## config.mk

```make
export PLATFORM = sky130hd
export DESIGN_NAME = wb_macro_arbiter_flat
export DESIGN_NICKNAME = d
export VERILOG_FILES = /design/src/rtl/wb_macro_arbiter_pkg.sv /design/src/rtl/wb_macro_arbiter_if.sv /design/src/rtl/wb_macro_arbiter_io_owner_mux.sv /design/src/rtl/wb_macro_arbiter.sv /design/src/flat_wrapper.sv
export SDC_FILE = /design/constraint.sdc
export NUM_CORES = 1
export LEC_CHECK = 0
export CORE_AREA = 2 2 226 228
export DETAILED_ROUTE_END_ITERATION = 12
export DIE_AREA = 0 0 228 230
export PLACE_DENSITY_LB_ADDON = 0.25
export SETUP_SLACK_MARGIN = 0.02
export SYNTH_ARGS = -nofsm -noshare
export SYNTH_HDL_FRONTEND = slang
export SYNTH_SLANG_ARGS = --single-unit
export TNS_END_PERCENT = 20
```

## constraint.sdc

```tcl
create_clock -name wb_clk_i -period 1.8 [get_ports wb_clk_i]
set_input_delay 0.36 -clock wb_clk_i [delete_from_list [all_inputs] [get_ports wb_clk_i]]
set_output_delay 0.36 -clock wb_clk_i [all_outputs]
set_load 0.05 [all_outputs]
```

## src/rtl/wb_macro_arbiter_pkg.sv

```systemverilog
// wb_arb_pkg: shared types and constants for the Wishbone macro arbiter.
//   arb_state_t : transaction FSM states (IDLE / WAIT / ACK)
//   SLOT_INT    : address slot that selects the internal register bank
//   REG_*       : word offsets (wbs_adr_i[3:2]) inside the register bank
//   TO_DATA     : read data returned when a macro never acknowledges
//   sat_inc8    : saturating 8-bit increment used by the timeout counter
package wb_arb_pkg;

  typedef enum logic [1:0] {
    ST_IDLE = 2'd0,
    ST_WAIT = 2'd1,
    ST_ACK  = 2'd2
  } arb_state_t;

  localparam logic [3:0]  SLOT_INT   = 4'hF;
  localparam logic [1:0]  REG_IO_SEL = 2'd0;
  localparam logic [1:0]  REG_STATUS = 2'd1;
  localparam logic [31:0] TO_DATA    = 32'hDEADBEEF;

  function automatic logic [7:0] sat_inc8(input logic [7:0] v);
    return (v == 8'hFF) ? v : v + 8'd1;
  endfunction

endpackage

```

## src/rtl/wb_macro_arbiter_if.sv

```systemverilog
// wb_macro_arbiter_if: host-side Wishbone slave bus of the arbiter.
//   master modport : driven by the management SoC (request fields), receives ack/data
//   slave  modport : used by wb_macro_arbiter
// Signal names keep the SoC's wbs_* naming, with _i/_o seen from the arbiter.
interface wb_macro_arbiter_if;
  logic        wbs_stb_i;
  logic        wbs_cyc_i;
  logic        wbs_we_i;
  logic [3:0]  wbs_sel_i;
  logic [31:0] wbs_adr_i;
  logic [31:0] wbs_dat_i;
  logic        wbs_ack_o;
  logic [31:0] wbs_dat_o;

  modport master (
    output wbs_stb_i, wbs_cyc_i, wbs_we_i, wbs_sel_i, wbs_adr_i, wbs_dat_i,
    input  wbs_ack_o, wbs_dat_o
  );

  modport slave (
    input  wbs_stb_i, wbs_cyc_i, wbs_we_i, wbs_sel_i, wbs_adr_i, wbs_dat_i,
    output wbs_ack_o, wbs_dat_o
  );
endinterface

```

## src/rtl/wb_macro_arbiter_io_owner_mux.sv

```systemverilog
// io_owner_mux: picks which macro drives the GPIO pads.
//   i_sel              : owner index (IO_SEL register)
//   i_io_out/i_io_oeb  : IO_W-bit slices per macro, slot k at [IO_W*k +: IO_W]
//   o_io_out/o_io_oeb  : pad drive/enable; an out-of-range owner leaves the
//                        pads as inputs (out = 0, oeb = all ones)
module io_owner_mux #(
  parameter int N_MACRO = 3,
  parameter int IO_W    = 38
) (
  input  logic [3:0]              i_sel,
  input  logic [IO_W*N_MACRO-1:0] i_io_out,
  input  logic [IO_W*N_MACRO-1:0] i_io_oeb,
  output logic [IO_W-1:0]         o_io_out,
  output logic [IO_W-1:0]         o_io_oeb
);

  always_comb begin
    o_io_out = '0;
    o_io_oeb = '1;
    for (int k = 0; k < N_MACRO; k++) begin
      if (i_sel == 4'(k)) begin
        o_io_out = i_io_out[k*IO_W +: IO_W];
        o_io_oeb = i_io_oeb[k*IO_W +: IO_W];
      end
    end
  end

endmodule

```

## src/rtl/wb_macro_arbiter.sv

```systemverilog
// wb_macro_arbiter: routes each host Wishbone access to exactly one user macro
// slot, the internal register bank, or the UNMAPPED responder, with a single
// outstanding transaction and a per-access timeout.
//   wb_clk_i / wb_rst_i      : clock, synchronous active-high reset
//   wbs                      : host Wishbone bus (slave modport)
//   m_cyc_o/m_stb_o          : per-slot cycle/strobe, one-hot or zero
//   m_we_o/m_sel_o/m_adr_o/m_dat_o : registered copies of the host request
//   m_ack_i/m_dat_i          : per-slot ack and read data (slot k at [32k +: 32])
//   m_io_out_i/m_io_oeb_i    : per-macro GPIO drive/enable
//   io_out/io_oeb            : GPIO of the macro selected by IO_SEL
module wb_macro_arbiter
  import wb_arb_pkg::*;
#(
  parameter int          N_MACRO = 3,
  parameter int          IO_W    = 38,
  parameter logic [7:0]  BASE_HI = 8'h30,
  parameter int          TIMEOUT = 255
) (
  input  logic                    wb_clk_i,
  input  logic                    wb_rst_i,
  wb_macro_arbiter_if.slave       wbs,
  output logic [N_MACRO-1:0]      m_cyc_o,
  output logic [N_MACRO-1:0]      m_stb_o,
  output logic                    m_we_o,
  output logic [3:0]              m_sel_o,
  output logic [31:0]             m_adr_o,
  output logic [31:0]             m_dat_o,
  input  logic [N_MACRO-1:0]      m_ack_i,
  input  logic [32*N_MACRO-1:0]   m_dat_i,
  input  logic [IO_W*N_MACRO-1:0] m_io_out_i,
  input  logic [IO_W*N_MACRO-1:0] m_io_oeb_i,
  output logic [IO_W-1:0]         io_out,
  output logic [IO_W-1:0]         io_oeb
);

  localparam logic [3:0] NM     = 4'(N_MACRO);
  localparam logic [7:0] TO_MAX = 8'(TIMEOUT);

  arb_state_t  r_state, w_state_nxt;
  logic [3:0]  r_slot, r_io_sel, r_to_slot;
  logic [7:0]  r_to_cnt, r_tmr;
  logic        r_ack;
  logic [31:0] r_dat;

  logic        w_req, w_hit, w_is_int, w_is_mac, w_timeout, w_ack_sel;
  logic [3:0]  w_slot;
  logic [31:0] w_mdat_sel, w_reg_rd;

  assign w_req     = wbs.wbs_cyc_i & wbs.wbs_stb_i;
  assign w_slot    = wbs.wbs_adr_i[23:20];
  assign w_hit     = (wbs.wbs_adr_i[31:24] == BASE_HI);
  assign w_is_int  = w_hit && (w_slot == SLOT_INT);
  assign w_is_mac  = w_hit && (w_slot < NM);
  assign w_timeout = (r_tmr == TO_MAX);

  assign wbs.wbs_ack_o = r_ack;
  assign wbs.wbs_dat_o = r_dat;

  // Only the latched slot's ack/data are visible; other slots are ignored.
  always_comb begin
    w_ack_sel  = 1'b0;
    w_mdat_sel = '0;
    for (int k = 0; k < N_MACRO; k++) begin
      if (r_slot == 4'(k)) begin
        w_ack_sel  = m_ack_i[k];
        w_mdat_sel = m_dat_i[32*k +: 32];
      end
    end
  end

  always_comb begin
    unique case (wbs.wbs_adr_i[3:2])
      REG_IO_SEL: w_reg_rd = {28'd0, r_io_sel};
      REG_STATUS: w_reg_rd = {20'd0, r_to_slot, r_to_cnt};
      default:    w_reg_rd = '0;
    endcase
  end

  // FSM state register
  always_ff @(posedge wb_clk_i) begin
    if (wb_rst_i) r_state <= ST_IDLE;
    else          r_state <= w_state_nxt;
  end

  // FSM next state; a host abort beats a same-cycle macro ack
  always_comb begin
    w_state_nxt = r_state;
    unique case (r_state)
      ST_IDLE: if (w_req) w_state_nxt = w_is_mac ? ST_WAIT : ST_ACK;
      ST_WAIT: begin
        if (!wbs.wbs_cyc_i)           w_state_nxt = ST_IDLE;
        else if (w_ack_sel || w_timeout) w_state_nxt = ST_ACK;
      end
      ST_ACK:  w_state_nxt = ST_IDLE;
      default: w_state_nxt = ST_IDLE;
    endcase
  end

  // FSM outputs: the slot strobes exist only while waiting on a macro
  always_comb begin
    m_cyc_o = '0;
    m_stb_o = '0;
    if (r_state == ST_WAIT) begin
      for (int k = 0; k < N_MACRO; k++) begin
        m_cyc_o[k] = (r_slot == 4'(k));
        m_stb_o[k] = (r_slot == 4'(k));
      end
    end
  end

  // Request latch, timeout counter, response data and register bank
  always_ff @(posedge wb_clk_i) begin
    if (wb_rst_i) begin
      r_ack     <= 1'b0;
      r_dat     <= '0;
      r_slot    <= '0;
      r_tmr     <= '0;
      r_io_sel  <= '0;
      r_to_cnt  <= '0;
      r_to_slot <= '0;
      m_we_o    <= 1'b0;
      m_sel_o   <= '0;
      m_adr_o   <= '0;
      m_dat_o   <= '0;
    end else begin
      r_ack <= (w_state_nxt == ST_ACK);
      unique case (r_state)
        ST_IDLE: if (w_req) begin
          r_slot <= w_slot;
          r_tmr  <= '0;
          if (w_is_mac) begin
            m_we_o  <= wbs.wbs_we_i;
            m_sel_o <= wbs.wbs_sel_i;
            m_adr_o <= wbs.wbs_adr_i;
            m_dat_o <= wbs.wbs_dat_i;
          end else if (w_is_int) begin
            r_dat <= wbs.wbs_we_i ? 32'd0 : w_reg_rd;
            if (wbs.wbs_we_i && wbs.wbs_sel_i[0] && (wbs.wbs_adr_i[3:2] == REG_IO_SEL))
              r_io_sel <= wbs.wbs_dat_i[3:0];
          end else begin
            r_dat <= '0;
          end
        end
        ST_WAIT: if (wbs.wbs_cyc_i) begin
          if (w_ack_sel) begin
            r_dat <= w_mdat_sel;
          end else if (w_timeout) begin
            r_dat     <= TO_DATA;
            r_to_cnt  <= sat_inc8(r_to_cnt);
            r_to_slot <= r_slot;
          end else begin
            r_tmr <= r_tmr + 8'd1;
          end
        end
        default: ;
      endcase
    end
  end

  io_owner_mux #(
    .N_MACRO (N_MACRO),
    .IO_W    (IO_W)
  ) u_io_mux (
    .i_sel    (r_io_sel),
    .i_io_out (m_io_out_i),
    .i_io_oeb (m_io_oeb_i),
    .o_io_out (io_out),
    .o_io_oeb (io_oeb)
  );

endmodule

```

## src/flat_wrapper.sv

```systemverilog
// flat-port wrapper written by rule: the top's interface ports become plain ports
module wb_macro_arbiter_flat import wb_arb_pkg::*;
#(
  parameter int          N_MACRO = 3,
  parameter int          IO_W    = 38,
  parameter logic [7:0]  BASE_HI = 8'h30,
  parameter int          TIMEOUT = 255
)
  (wb_clk_i, wb_rst_i, m_cyc_o, m_stb_o, m_we_o, m_sel_o, m_adr_o, m_dat_o, m_ack_i, m_dat_i, m_io_out_i, m_io_oeb_i, io_out, io_oeb, wbs_wbs_stb_i, wbs_wbs_cyc_i, wbs_wbs_we_i, wbs_wbs_sel_i, wbs_wbs_adr_i, wbs_wbs_dat_i, wbs_wbs_ack_o, wbs_wbs_dat_o);
  wb_macro_arbiter_if wbs_i ();
  input  logic wb_clk_i;
  input  logic wb_rst_i;
  output logic [N_MACRO-1:0] m_cyc_o;
  output logic [N_MACRO-1:0] m_stb_o;
  output logic m_we_o;
  output logic [3:0] m_sel_o;
  output logic [31:0] m_adr_o;
  output logic [31:0] m_dat_o;
  input  logic [N_MACRO-1:0] m_ack_i;
  input  logic [32*N_MACRO-1:0] m_dat_i;
  input  logic [IO_W*N_MACRO-1:0] m_io_out_i;
  input  logic [IO_W*N_MACRO-1:0] m_io_oeb_i;
  output logic [IO_W-1:0] io_out;
  output logic [IO_W-1:0] io_oeb;
  input wire logic [$bits(wbs_i.wbs_stb_i)-1:0] wbs_wbs_stb_i;
  input wire logic [$bits(wbs_i.wbs_cyc_i)-1:0] wbs_wbs_cyc_i;
  input wire logic [$bits(wbs_i.wbs_we_i)-1:0] wbs_wbs_we_i;
  input wire logic [$bits(wbs_i.wbs_sel_i)-1:0] wbs_wbs_sel_i;
  input wire logic [$bits(wbs_i.wbs_adr_i)-1:0] wbs_wbs_adr_i;
  input wire logic [$bits(wbs_i.wbs_dat_i)-1:0] wbs_wbs_dat_i;
  output wire logic [$bits(wbs_i.wbs_ack_o)-1:0] wbs_wbs_ack_o;
  output wire logic [$bits(wbs_i.wbs_dat_o)-1:0] wbs_wbs_dat_o;
  assign wbs_i.wbs_stb_i = wbs_wbs_stb_i;
  assign wbs_i.wbs_cyc_i = wbs_wbs_cyc_i;
  assign wbs_i.wbs_we_i = wbs_wbs_we_i;
  assign wbs_i.wbs_sel_i = wbs_wbs_sel_i;
  assign wbs_i.wbs_adr_i = wbs_wbs_adr_i;
  assign wbs_i.wbs_dat_i = wbs_wbs_dat_i;
  assign wbs_wbs_ack_o = wbs_i.wbs_ack_o;
  assign wbs_wbs_dat_o = wbs_i.wbs_dat_o;
  wb_macro_arbiter #(.N_MACRO(N_MACRO), .IO_W(IO_W), .BASE_HI(BASE_HI), .TIMEOUT(TIMEOUT)) u_core (.wb_clk_i(wb_clk_i), .wb_rst_i(wb_rst_i), .wbs(wbs_i), .m_cyc_o(m_cyc_o), .m_stb_o(m_stb_o), .m_we_o(m_we_o), .m_sel_o(m_sel_o), .m_adr_o(m_adr_o), .m_dat_o(m_dat_o), .m_ack_i(m_ack_i), .m_dat_i(m_dat_i), .m_io_out_i(m_io_out_i), .m_io_oeb_i(m_io_oeb_i), .io_out(io_out), .io_oeb(io_oeb));
endmodule
```

==> flow_summary_export.csv, run 1 <==
group,metric,value,unit
outcome,outcome,"complete, but fails checks",
outcome,violations,"negative setup slack",
clocking,cts_buffer_depth,2,
yosys,synth.net_count,1322,
pwr,p_total,0.00918,W
route,vias,9507,
route,initialDrtViolationCount,318,
yosys,avgSynthCellArea,7.93,um2
clocking,numClockSinks,132,
timing,fin_ws,-0.497,ns
layout,ff_latch_area,0.00267,mm2
timing,finalSetupTns,-49.17,ns
yosys,syn_area,0.00730,mm2
global_routing,grt_pass1_vias,9963,
layout,post-route-util,0.351,
pwr,switching_share,0.266,
placed_design,hpwl,32900,um
die,initial_core_util,0.146,
route,wl,41200,um
setup_path,crit_path_max_fanout,10,
layout,nFillCells,5076,
setup_path,cp.arrival,1.94,ns
clocking,cts_tree,"built",
global_routing,grt_max_degree,46,
pwr,leakage,7.25,nW
pwr,pwr-share-seq,0.321,
placed_design,gp_congestion,0.892,
timing,setup-violations-final,170,
placed_design,placed_cells,2237,
pwr,p_clk_frac,0.402,
global_routing,grt.overflow.total,0,
timing,skew,0.0127,ns
timing,rsz0062_at_grt,"yes",
pwr,combPwrFrac,0.277,
pwr,p_switching,0.00244,W
route,dr.pass1.iters,4,
global_routing,antenna_found_initial,2,
yosys,ys_seq_area_frac,0.362,
yosys,syn_inst,920,
die,fp.coreArea,0.0499,mm2
job,max-cap-violations,0,
clocking,cts_hold_buf,0,
yosys,synth-main-ff-cell,"dfxtp_1",
timing,final-max-slew-violation-count,0,
setup_path,crit_path_start_kind,"flop",
layout,drive_above_1_share,0.363,
global_routing,grt_first_pass_wirelength,60700,um
hold_path,hold_class,"in -> reg",
timing,period_needed,2.30,ns
timing,finalHoldViolCount,0,
yosys,synth_warnings,0,
route,wire_per_inst,18.0,um
die,ioPinCount,584,
die,die_x,228,um
die,fp.dieArea,0.0524,mm2
pwr,internal_power,0.00674,W
die,die_height,230,um
yosys,ys_async_sr_fraction,0,
yosys,synthDistinctLibCells,52,
timing,fmax,0.435,GHz
timing,relSlewSlack,0.763,
setup_path,crit_type,"reg -> out",
placed_design,pre_cts_slack,-0.758,ns
clocking,cts_buffers,17,
die,std_cell_rows,82,
yosys,ys_seq_elements,132,
yosys,synth-edff-count,0,
timing,period_share,1.28,
pwr,power-per-cell-area,524,mW/mm2
route,post_drt_via_cell_ratio,4.16,
clocking,clk_latency,0.44,ns
layout,num-nets-final,2002,
layout,area_delta_synth_final,140,%
placed_design,port_buffers,583,
setup_path,cp-end-kind,"output port",
clocking,h-tree-depth,4,
setup_path,required,1.44,ns
layout,multi_input_area,0.00528,mm2
route,drc,0,
clocking,root_buffer,"clkbuf_16",
timing,worstMarginPinSlew,0.355,ns
route,ant_nets,0,
layout,final_cells,2286,
pwr,max-vdd-ir-drop,0.000659,V
clocking,clkTransAtPathRegs,0.06,ns
global_routing,grtUsageTotal,0.149,
-- worst paths after layout --
path                            slack [ns]  cells after the start                                 start                                   end
worst max-delay path                 -0.50                      7       u_core.r_io_sel[3]$_SDFFE_PP0P_                            io_out[12]
worst min-delay path                  0.25                      2                              wb_rst_i       u_core.r_to_cnt[1]$_SDFFE_PP0P_
worst max register to register       -0.23                      8          u_core.r_state[1]$_SDFF_PP0_        u_core.m_dat_o[8]$_SDFFE_PP0P_
worst min register to register        0.45                      2  u_core.wbs.wbs_dat_o[0]$_SDFFE_PP0P_  u_core.wbs.wbs_dat_o[0]$_SDFFE_PP0P_
-- synthesized netlist by cell type (2+ instances only) --
cell,number,share of area
and2_1,12,0.010
nand4_1,8,0.0069
o21ai_0,34,0.023
o211ai_1,4,0.0041
a21oi_1,33,0.023
xor2_1,3,0.0036
nor4_1,4,0.0034
buf_2,11,0.0075
nor2_1,170,0.087
o22ai_1,38,0.033
clkbuf_1,46,0.024
buf_4,4,0.0041
o21ai_1,4,0.0027
nor3_1,11,0.0075
or2_1,3,0.0026
nand2b_1,2,0.0017
inv_1,6,0.0031
buf_1,9,0.0046
ha_1,2,0.0034
buf_6,9,0.014
a22oi_1,38,0.039
nand3_1,34,0.023
or3_1,2,0.0017
xnor2_1,3,0.0036
nand2_1,117,0.060
a2bb2oi_1,23,0.028
nor4bb_1,2,0.0027
a221oi_1,8,0.0096
nor2b_1,6,0.0051
mux2i_1,108,0.15
dfxtp_1,132,0.36
o31ai_1,5,0.0051
and3_1,4,0.0034
or4_1,7,0.0072
-- area by class of cell --
type                    instances  share of cell area
repair buffers                740               0.460
diodes                          1            0.000143
clock buffers                  21              0.0275
multi-input cells             703               0.302
flip-flops and latches        132               0.153
well taps                     672              0.0480
inverters                       6             0.00129
clock inverters                11             0.00858
-- routing by layer --
metal	routed length (um)	vias to the layer above	GRT usage
li1	-	4633	-
met1	16400	4489	0.169
met2	21100	330	0.269
met3	2550	53	0.0430
met4	1020	2	0.0480
met5	13	-	0
-- flip-flops by register name, summed over array words and instances, names as in the netlist --
register and count:
u_core.r_to_slot 4, u_core.m_sel_o 4, u_core.r_io_sel 4, u_core.wbs.wbs_ack_o 1
u_core.r_state 2, u_core.r_to_cnt 8, u_core.m_we_o 1, u_core.m_adr_o 32
u_core.r_slot 4, u_core.wbs.wbs_dat_o 32, u_core.m_dat_o 32, u_core.r_tmr 8
-- power groups by stage --
stage	clock (W)	combinational [W]	sequential (W)
6_report	0.00369	0.00254	0.00295
5_1_grt	0.00389	0.00266	0.00295
4_1_cts	0.00381	0.00251	0.00295
3_5_place_dp	0	0.00242	0.00302
3_3_place_gp	0	0.00241	0.00302
2_1_floorplan	0	0.000794	0.00306
-- stage by stage --
stage | cell area (um2) | hold WS (ns)
after floorplan | 7600 | 0.452
after global placement | 15700 | 0.436
after detailed placement | 15700 | 0.442
after CTS | 16900 | 0.215
after global routing | 17500 | 0.243
final | 17500 | 0.247
-- what timing repair did --
action | CTS | global route
resized for setup | 127 | 109
endpoints found under the hold margin | 0 | 0
endpoints found under the setup margin | 201 | 208
pin swaps | 31 | 34
setup buffers | 6 | 3
cloned | 1 | 7
-- placed cells by master, fill, tap and decap left out, types with 8 or more instances in the layout --
master           instances
nor2_4                  28
o21ai_0                 31
a22oi_1                 32
mux2i_1                106
dfxtp_1                118
nand3_1                 29
a21oi_1                 22
buf_4                  197
o22ai_2                 20
nor2_2                  20
a2bb2oi_1               23
a21oi_2                 11
clkdlybuf4s50_1        398
o22ai_4                 16
dfxtp_2                 10
nor3_1                   8
nand4_1                  8
nand2_1                 66
clkbuf_16               22
buf_12                  99
nor2_1                 122
nand2_2                 50
buf_6                   38
-- worst max-delay path, stage by stage (launching register included) --
cell	delay, ns
dfxtp_4	0.36
buf_6	0.12
nor3_4	0.20
and2_4	0.30
clkbuf_16	0.21
nand2_1	0.08
nand2_2	0.09
buf_12	0.14
-- cell families after synthesis --
logic type | synth area share
buffers and inverters | 0.0569
adder cells (fa/ha/maj) | 0.00343
AO/OA/AOI/OAI | 0.186
multiplexers | 0.150
XOR/XNOR | 0.00720
AND/OR/NAND/NOR | 0.234
flip-flops | 0.362
Power figures use the tool's default switching activity.
==> inputs of run 2 (changes only) <==
Settings changed: PLACE_DENSITY from default to 0.43, PLACE_DENSITY_LB_ADDON 0.25 to default.
==> flow_summary_export.csv, run 2 (synthesis results as in run 1) <==
group,metric,value,unit
timing,fin_ws,-0.524,ns
job,max-cap-violations,0,
timing,rsz0062_at_grt,"yes",
die,fp.dieArea,0.0524,mm2
clocking,clkTransAtPathRegs,0.06,ns
setup_path,crit_type,"reg -> out",
setup_path,worst_r2r_path_depth,7,
clocking,numClockSinks,132,
setup_path,r2r-start,"u_core.r_slot[1]$_SDFFE_PP0P_",
placed_design,port_buffers,583,
placed_design,placed_cells,2208,
global_routing,met1_usage,0.184,
global_routing,grt.overflow.total,0,
pwr,max-vdd-ir-drop,0.000669,V
route,initialDrtViolationCount,311,
setup_path,required,1.44,ns
placed_design,gp_congestion,0.910,
route,wire_per_inst,18.5,um
pwr,power-per-cell-area,568,mW/mm2
pwr,p_total,0.00965,W
layout,final_common_cell,"clkdlybuf4s50_1",
pwr,leakage,7.09,nW
setup_path,crit_path_max_fanout,7,
route,wl,41900,um
route,drc,0,
die,initial_core_util,0.146,
clocking,root_buffer,"clkbuf_16",
timing,period_share,1.29,
hold_path,hold_class,"in -> reg",
setup_path,slowest_delay,0.34,ns
global_routing,grt_max_degree,61,
layout,nFillCells,5184,
outcome,violations,"negative setup slack",
layout,multi_input_area,0.00499,mm2
setup_path,cp-endpoint,"io_out[4]",
layout,final_cells,2259,
global_routing,grtUsageTotal,0.155,
setup_path,cp-end-kind,"output port",
placed_design,hpwl,33900,um
setup_path,cp.arrival,1.96,ns
setup_path,cp_slowest_cell,"dfxtp_2",
setup_path,cp_cell_sequence,"buf_6 -> nor4_4 -> buf_4 -> buf_12 -> buf_4 -> a22oi_1 -> nand2_2 -> buf_12",
timing,finalSetupTns,-45.97,ns
timing,final-max-slew-violation-count,0,
clocking,cts_hold_buf,0,
outcome,outcome,"complete, but fails checks",
layout,ff_latch_area,0.00266,mm2
clocking,cts_buffers,17,
layout,stdcell_area,0.0170,mm2
route,post_drt_via_cell_ratio,4.12,
setup_path,rrSetupSlack,-0.19,ns
layout,layout_common_cells,"clkdlybuf4s50_1, buf_4, nor2_1",
clocking,h-tree-depth,4,
timing,hold_ws,0.260,ns
global_routing,grt_first_pass_wirelength,61500,um
layout,area_delta_synth_final,133,%
route,dr.pass1.iters,5,
timing,worstMarginPinSlew,0.395,ns
timing,skew,0.0107,ns
global_routing,grt_use_met3,0.0367,
timing,setup-violations-final,190,
die,die_height,230,um
layout,num-nets-final,1970,
timing,period_needed,2.32,ns
placed_design,place_area,0.0155,mm2
setup_path,setup.worst_path.start,"u_core.r_io_sel[0]$_SDFFE_PP0P_",
global_routing,gr-max-usage-layer,"met2",
setup_path,crit_path_start_kind,"flop",
route,vias,9310,
clocking,clk_latency,0.45,ns
die,die_x,228,um
timing,fmax,0.430,GHz
global_routing,grt_pass1_vias,9565,
setup_path,reg2reg_to,"u_core.wbs.wbs_dat_o[2]$_SDFFE_PP0P_",
timing,relSlewSlack,0.736,
global_routing,antenna_found_initial,7,
layout,drive_above_1_share,0.323,
clocking,cts_buffer_depth,2,
route,ant_nets,0,
die,fp.coreArea,0.0499,mm2
clocking,cts_tree,"built",
die,std_cell_rows,82,
global_routing,grtUsageMet2,0.268,
timing,finalHoldViolCount,0,
die,ioPinCount,584,
run 2: metrics by stage:
step	utilization	setup slack [ns]
6_report	0.341	-0.524
5_1_grt	0.341	-0.623
4_1_cts	0.335	-0.521
3_5_place_dp	0.310	-0.793
3_3_place_gp	0.310	-0.754
2_1_floorplan	-	-0.335
run 2: what timing repair did:
item / in CTS / in global routing
endpoints found under the hold margin: 0 / 0
pin swaps: 26 / 76
setup endpoints to repair: 203 / 204
gates cloned: 4 / 2
gates resized for setup: 95 / 71
buffers inserted: 9 / 3
run 2: cell type report:
cell class / count / share of cell area
Antenna cell: 6 / 0.000884
Inverter: 6 / 0.00133
Timing Repair Buffer: 708 / 0.456
Clock buffer: 20 / 0.0275
Clock inverter: 12 / 0.0147
Sequential cell: 132 / 0.157
Multi-Input combinational cell: 703 / 0.294
Tap cell: 672 / 0.0495
run 2: critical path: cells and delay by family (launching register included):
family,cells,cell delay (ns)
compound gates,1,0.06
buf+inv,5,0.69
simple gates,2,0.41
flops,1,0.34
run 2: layer usage:
| metal | vias to the layer above | wire, um |
|---|---|---|
| met1 | 4361 | 17200 |
| li1 | 4583 | - |
| met3 | 43 | 2400 |
| met2 | 321 | 21200 |
| met5 | - | 11 |
| met4 | 2 | 1020 |
run 2: how the worst min path moves through the flow:
stage,from,end,slack [ns],cells past startpoint
after floorplan,u_core.r_tmr[7]$_SDFFE_PP0P_,u_core.r_tmr[7]$_SDFFE_PP0P_,0.45,2
after CTS,wb_rst_i,u_core.r_to_cnt[3]$_SDFFE_PP0P_,0.23,2
after global routing,wb_rst_i,u_core.r_to_cnt[4]$_SDFFE_PP0P_,0.26,2
final,wb_rst_i,u_core.r_to_cnt[3]$_SDFFE_PP0P_,0.26,2
after detailed placement,u_core.wbs.wbs_dat_o[26]$_SDFFE_PP0P_,u_core.wbs.wbs_dat_o[26]$_SDFFE_PP0P_,0.45,2
after global placement,u_core.m_adr_o[29]$_SDFFE_PP0P_,u_core.m_adr_o[29]$_SDFFE_PP0P_,0.44,2
run 2: where the power goes:
part | switching [W] | internal [W] | leakage (nW)
Clock | 0.00139 | 0.00285 | 0.346
Sequential | 0.0000136 | 0.00294 | 1.07
Combinational | 0.00104 | 0.00142 | 5.67
==> inputs of run 3 (changes only) <==
Settings changed: CAP_MARGIN from default to 10, CTS_CLUSTER_DIAMETER from default to 30, CTS_CLUSTER_SIZE from default to 30.
==> results of run 3 <==
Same layout as run 2: the final DEF is identical, and so are final timing and power.
